`src/rtl/mem_arbiter.sv`:
```
// Two-master (I-cache / D-cache) line arbiter in front of a single memory port.
// Define ARB_FAIR_EN for round-robin tie breaking; otherwise the D-side wins ties.
module mem_arbiter #(
   parameter int WORD_SIZE = 16,
   parameter int LINE_BITS = 64,
   parameter int TIMEOUT   = 255
) (
   input  logic                 clk,
   input  logic                 reset,
   input  logic                 i_req,
   input  logic [WORD_SIZE-1:0] i_addr,
   output logic                 i_done,
   output logic [LINE_BITS-1:0] i_rdata,
   input  logic                 d_req,
   input  logic                 d_we,
   input  logic [WORD_SIZE-1:0] d_addr,
   input  logic [LINE_BITS-1:0] d_wdata,
   output logic                 d_done,
   output logic [LINE_BITS-1:0] d_rdata,
   output logic                 m_req,
   output logic                 m_we,
   output logic [WORD_SIZE-1:0] m_addr,
   output logic [LINE_BITS-1:0] m_wdata,
   input  logic [LINE_BITS-1:0] m_rdata,
   input  logic                 m_ack,
   output logic                 err
);

   localparam int CW = $clog2(TIMEOUT + 1);

   typedef enum logic [1:0] {IDLE, BUSY_I, BUSY_D, DONE} state_t;

   state_t               state_q, state_d;
   logic                 owner_q, owner_d;   // 1 = D-side owns the current/last transaction
   logic [WORD_SIZE-1:0] addr_q, addr_d;
   logic                 we_q, we_d;
   logic [LINE_BITS-1:0] wdata_q, wdata_d;
   logic [CW-1:0]        wait_q, wait_d;
   logic                 err_q, err_d;
   logic [LINE_BITS-1:0] i_rdata_q, i_rdata_d;
   logic [LINE_BITS-1:0] d_rdata_q, d_rdata_d;
   logic                 pick_d;

   always_ff @(posedge clk) begin
      if (reset) begin
         state_q   <= IDLE;
         owner_q   <= 1'b0;
         addr_q    <= '0;
         we_q      <= 1'b0;
         wdata_q   <= '0;
         wait_q    <= '0;
         err_q     <= 1'b0;
         i_rdata_q <= '0;
         d_rdata_q <= '0;
      end else begin
         state_q   <= state_d;
         owner_q   <= owner_d;
         addr_q    <= addr_d;
         we_q      <= we_d;
         wdata_q   <= wdata_d;
         wait_q    <= wait_d;
         err_q     <= err_d;
         i_rdata_q <= i_rdata_d;
         d_rdata_q <= d_rdata_d;
      end
   end

   always_comb begin
      state_d   = state_q;
      owner_d   = owner_q;
      addr_d    = addr_q;
      we_d      = we_q;
      wdata_d   = wdata_q;
      wait_d    = wait_q;
      err_d     = err_q;
      i_rdata_d = i_rdata_q;
      d_rdata_d = d_rdata_q;
      pick_d    = 1'b0;
      case (state_q)
         IDLE: begin
            if (i_req || d_req) begin
`ifdef ARB_FAIR_EN
               // On a tie, serve whoever was not served last.
               pick_d = d_req && (!i_req || !owner_q);
`else
               pick_d = d_req;
`endif
               state_d = pick_d ? BUSY_D : BUSY_I;
               owner_d = pick_d;
               addr_d  = (pick_d ? d_addr : i_addr) & ~WORD_SIZE'(3);
               we_d    = pick_d & d_we;
               wdata_d = d_wdata;
               wait_d  = '0;
            end
         end
         BUSY_I, BUSY_D: begin
            if (m_ack) begin
               state_d = DONE;
               if (state_q == BUSY_I)
                  i_rdata_d = m_rdata;
               else if (!we_q)
                  d_rdata_d = m_rdata;
            end else if (wait_q == CW'(TIMEOUT - 1)) begin
               // Give up: complete to the owner with stale data and flag it.
               state_d = DONE;
               err_d   = 1'b1;
            end else begin
               wait_d = wait_q + 1'b1;
            end
         end
         DONE:    state_d = IDLE;
         default: state_d = IDLE;
      endcase
   end

   assign m_req   = (state_q == BUSY_I) || (state_q == BUSY_D);
   assign m_we    = (state_q == BUSY_D) && we_q;
   assign m_addr  = addr_q;
   assign m_wdata = wdata_q;
   assign i_done  = (state_q == DONE) && !owner_q;
   assign d_done  = (state_q == DONE) && owner_q;
   assign i_rdata = i_rdata_q;
   assign d_rdata = d_rdata_q;
   assign err     = err_q;

endmodule

```
`config.mk`:
```
export PLATFORM = sky130hd
export DESIGN_NAME = mem_arbiter
export DESIGN_NICKNAME = d
export VERILOG_FILES = /design/src/rtl/mem_arbiter.sv
export SDC_FILE = /design/constraint.sdc
export NUM_CORES = 1
export LEC_CHECK = 0
export CAP_MARGIN = 20
export CORE_AREA = 2 2 148 150
export DETAILED_ROUTE_END_ITERATION = 8
export DIE_AREA = 0 0 150 152
export GPL_TIMING_DRIVEN = 0
export PLACE_DENSITY = 0.75
export SLEW_MARGIN = 15
export SYNTH_ARGS = -nofsm -noshare
export SYNTH_HDL_FRONTEND = slang
export SYNTH_SLANG_ARGS = --single-unit
```
`constraint.sdc`:
```
create_clock -name clk -period 2.07 [get_ports clk]
set_clock_uncertainty 0.1 [all_clocks]
set_input_delay 0.207 -clock clk [delete_from_list [all_inputs] [get_ports clk]]
set_output_delay 0.207 -clock clk [all_outputs]
set_load 0.01 [all_outputs]
```
# After elaboration in Yosys (flattened, before gate mapping)
# Index checks and enable logic that the tools add are counted.
# word_totals
wordCells	47
output_inout_bits	213
input_bits	166
regBits	219
# op_classes
muxes	10
addsub	1
n_bitwise	4
reduce_logical	15
eq_ne	8
# ops
cell	n
$mux 8	3
$mux 16	1
$pmux 8 s2	1
$add 8x1->8 const B	1
$eq 8x8->1 const B	1
$mux 2	4
$reduce_and 4->1	2
$ne 2x2->1 const B	3
$pmux 2 s3	1
$reduce_and 3->1	2
$eq 2x2->1 const B	2
$reduce_and 2->1	2
$logic_and 1x1->1	3
$ne 3x3->1 const B	1
$not 1->1	3
$eq 2x1->1 const B	1
$logic_not 2->1	1
$logic_or 1x1->1	2
$reduce_bool 2->1	1
$reduce_or 2->1	1
$and 1x1->1	1
$logic_not 1->1	1

# Logic depth before layout (Yosys ltp)
# depth
word_depth	4
depth_mapped	8
mapped_depth_nobuf	6

# Least setup slack after synthesis
# Ideal clock, no wire load.
# synth_timing
path_kind	register -> register
from	register state_q[0]
to	register d_rdata_q[13], in the netlist d_rdata[13]
arrival_ns	1.729
path_buffers	2
period_less_slack_ns	1.961
setup_ns	0.132
path_stages_with_launch	9
slack_ns	0.109
required_time_ns	1.838
cell_sequence	dfxtp_1 > inv_1 > ha_1 > nand2_2 > or3_1 > buf_4 > buf_6 > nand2_1 > a21oi_1
# synth_between
elab_chain_len	3
elab_cells_between_ends	5
cone_classes	eq/ne: 2; bitwise: 1; reduce/logical: 2
# synth_lines
element	line	rtl
start, declared	33	state_t state_q, state_d;
start signal, assigned	56	state_q <= state_d;
$eq 2x1->1 / $eq 2x2->1 (equally long branches)	79, 99	
$reduce_or 2->1 / $not 1->1 (equally long branches)	-	
$reduce_and 4->1 (no source line) (*)	-	
end signal, assigned	64	d_rdata_q <= d_rdata_d;
end, declared	41	logic [LINE_BITS-1:0] d_rdata_q, d_rdata_d;
# Mark *: on every way between the ends. The rest lies on a longest branch, timed or not.
# A chain may end at the register's enable or synchronous reset.

# Worst setup path in the final report
# layout_timing
from	register state_q[0]
to	output d_done
# layout_between
elab_chain_len	2
# layout_lines
element	line	rtl
$eq 2x2->1	121	assign d_done = (state_q == DONE) && owner_q;
$logic_and 1x1->1	121	
end, declared	18	output logic d_done,
# No other way between the ends.

==> impl_metrics.toml <==
[die]
num_io_pins = 379
initial_core_util_pct = 37.7
fp.dieArea_sq_um = 22800
fp-row-count = 54
core_region_area_sq_um = 21400
die_w_microns = 150
fp.dieH_microns = 152

[placement]
hpwl_microns = 20700
pre_cts_slack_ns = -0.260
place_inst = 1648
port_buffers = 372
globalplace.congestion = 0.824

[clocking]
clock_latency_ns = 0.51
cts_htree_levels = 1
cts_buffers = 24
clock_sinks = 219
root_buffer = "clkbuf_16"
cts_tree = "yes"
max-clock-path-buffers = 3
clk_pin_slew_ns = 0.06

[worst_setup_path]
crit_end = "d_done"
arrival_ns = 1.69
worstSetupPathDepth = 3
crit_path_top_delay_cell = "clkdlybuf4s50_1"
rr_endpoint = "d_rdata[27]"
critPathKind = "reg -> out"
crit_path_start = "state_q[0]"
start_kind = "flip-flop"
cpPeakStageDelay_ns = 0.53
reg2regPathDepth = 8
cp_cell_sequence = "ha_1 -> and2_1 -> clkdlybuf4s50_1"
path_max_fanout = 3
reg2reg_slack_ns = 0.13
crit_buf_inv = 1
path_delay_family = "buffers and inverters"
rr_startpoint = "state_q[0]"
worstPathRequired_ns = 1.76
cp-end-kind = "output port"

[timing]
fmax_mhz = 502
drv_slew = 0
setup-violations-final = 0
period_share_pct = 96.2
worstMarginPinSlew_ns = 0.650
hold_violations = 0
period_needed_ns = 1.99
rsz0062_at_grt = "no"
fin_ws_ns = 0.0778
hold_slack_ns = 0.131
slew_headroom_pct = 56.7

[synth]
ys_seq_area_share_pct = 54.4
synthCells = 995
avgSynthCellArea_sq_um = 8.10
yosys-top-cells-area = "dfxtp_1, nand2_1, a21oi_1, buf_6, mux2i_1"
synth_top_area_share_pct = 54.4
synth-seq-cells = 219
netlist_area_sq_um = 8060
synth_cell_type_count = 46
yosysTopAreaCell = "dfxtp_1"
ys_warn_count = 0

[worst_hold_path]
hp-class = "in -> reg"
hold_start = "d_wdata[30]"

[layout]
area.sequential_sq_um = 4380
drive_gt1_share_pct = 6.38
multi_input_area_sq_um = 3260
syn_to_final_growth_pct = 61.5
fillers = 1921
final_nets = 1568
layout.cells.non_filler = 1692

[power_and_ir_drop]
power_switching_mw = 5.38
internal_power_mw = 10.6
netSwitchingFraction_pct = 33.7
powerDensity_nw_per_um2 = 1230
combPwrFrac_pct = 38.3
vdd_drop_max_mv = 0.923
pwr-share-clk_pct = 26.8
p_seq_share_pct = 34.9
p_leak_nw = 4.76

[global_routing]
gr-usage-all-layers_pct = 23.5
first_global_vias = 8170
grt_pass1_wl_microns = 42500
grt.overflow.total = 0
grt_max_degree = 14
antenna_found_initial = 1

[detailed_routing]
ant_nets = 0
wl_met1_microns = 10200
wire_per_inst_microns = 16.4
top_layer = "met4"
vias = 8306
initialDrtViolationCount = 344
drc = 0
met2_length_microns = 14000
wl_met3_microns = 2690
dr.pass1.iters = 5
wl_microns = 27800
viasPerCell = 4.91

[outcome]
outcome = "finished clean"

[run]
max_cap_violations = 0
## worst min path at each step
stage	endpoint	depth (start not counted)	slack, ns
after global routing	m_wdata[26]	3	0.13
after CTS	m_wdata[27]	3	0.11
after detailed placement	m_wdata[44]	2	0.35
after floorplan	d_rdata[0]	2	0.24
final	m_wdata[30]	3	0.13
after global placement	m_wdata[20]	2	0.34
## state kept, by name (all words and copies together) (netlist names)
register and count:
d_rdata 64, err 1, i_rdata 64, m_addr 14, m_wdata 64, owner_q 1, state_q 2, wait_q 8
we_q 1
## power groups by stage
stage	combinational [mW]	sequential [mW]	clock (mW)
after floorplan	2.66	5.99	0
after global placement	5.91	5.62	0
after detailed placement	5.96	5.65	0
after CTS	6.09	5.56	4.36
after global routing	6.66	5.66	4.53
final	6.11	5.56	4.28
## layout by cell type, fill, tap and decap left out, types with 2 or more instances in the layout
cell and n:
a211oi_1 16, a21oi_1 196, a221oi_1 2, and2_1 3
buf_2 13, buf_4 4, buf_6 14, bufinv_16 2
clkbuf_1 34, clkbuf_16 24, clkbuf_2 8, clkbuf_4 5
clkbuf_8 5, clkdlybuf4s50_1 369, clkinv_2 4, conb_1 2
dfxtp_1 219, dlygate4sd2_1 2, ha_1 5, inv_1 8
mux2i_1 14, nand2_1 389, nand2b_1 2, nand3_1 4
nand4_1 3, nor2_1 19, nor3_1 2, o21a_1 3
o21ai_0 5, o311ai_0 2, or3_1 2, or4_1 3
## per-layer routing
layer  global-route usage [%]  up-vias
met4                     9.79        0
met5                        0        -
met3                     6.64       67
met1                     25.1     3791
met2                     42.8      380
li1                         -     4068
## through the flow
stage,instance area (sq um),power [mW],util [%],TNS [ns]
finish,13000,16.0,60.9,0
global route,13000,16.9,60.9,0
CTS,13000,16.0,60.7,0
detailed placement,12100,11.6,56.8,-18.58
global placement,12100,11.5,56.8,-14.61
floorplan,8060,8.65,-,0
## logic make-up (layout without fill, tap and decap cells)
kind of cell,count (synthesis),after routing,synth area share [%]
and+or+nand+nor,437,437,21.4
AOI/OAI and AO/OA,236,236,16.0
DFF,219,219,54.4
buffers and inverters,82,497,5.40
muxes,14,14,1.74
adders and majority gates,6,6,0.932
other,1,3,0.0465
## area by class of cell
type                            count  area share (%)
Clock buffer                       32            5.23
Tap cell                          280            2.69
Antenna cell                        1          0.0192
Multi-Input combinational cell    695            25.1
Timing Repair Buffer              374            28.8
Clock inverter                      9           0.865
Buffer                             74            3.38
Inverter                            8           0.231
Sequential cell                   219            33.7
## timing repair
action | in CTS | in global routing
resized for setup | 8 | 21
setup buffers | 2 | 0
gates cloned | 0 | 0
hold buffers | 0 | 0
endpoints found under the setup margin | 82 | 159
pin swaps | 1 | 1
## cell usage after synthesis, drive strengths merged
cell type and number:
or2 1, or4 3, a31oi 1, inv 8
o22a 1, a221oi 2, o31ai 1, o22ai 1
conb 1, and3 1, nand4b 1, a21oi 196
nand3 4, nor2b 1, and2 3, nor2 19
o21ai 6, ha 6, nand2b 2, o211ai 1
mux2i 14, clkbuf 33, or3 2, a32oi 1
o211a 1, a22oi 1, nand4 3, nand3b 1
o2111ai 1, o41ai 1, dfxtp 219, nor3 4
nand2 391, or3b 1, buf 41, o21a 3
a211oi 16, o32ai 1, o311ai 2
## worst reg2reg max path, stage by stage, from the launching register on
cell     delay (ns)
dfxtp_1        0.36
inv_1          0.11
ha_4           0.34
nand2_4        0.10
or3_1          0.33
buf_6          0.17
buf_6          0.16
nand2_1        0.08
a21oi_1        0.07
Note: power is estimated with default switching activity, not from simulation.
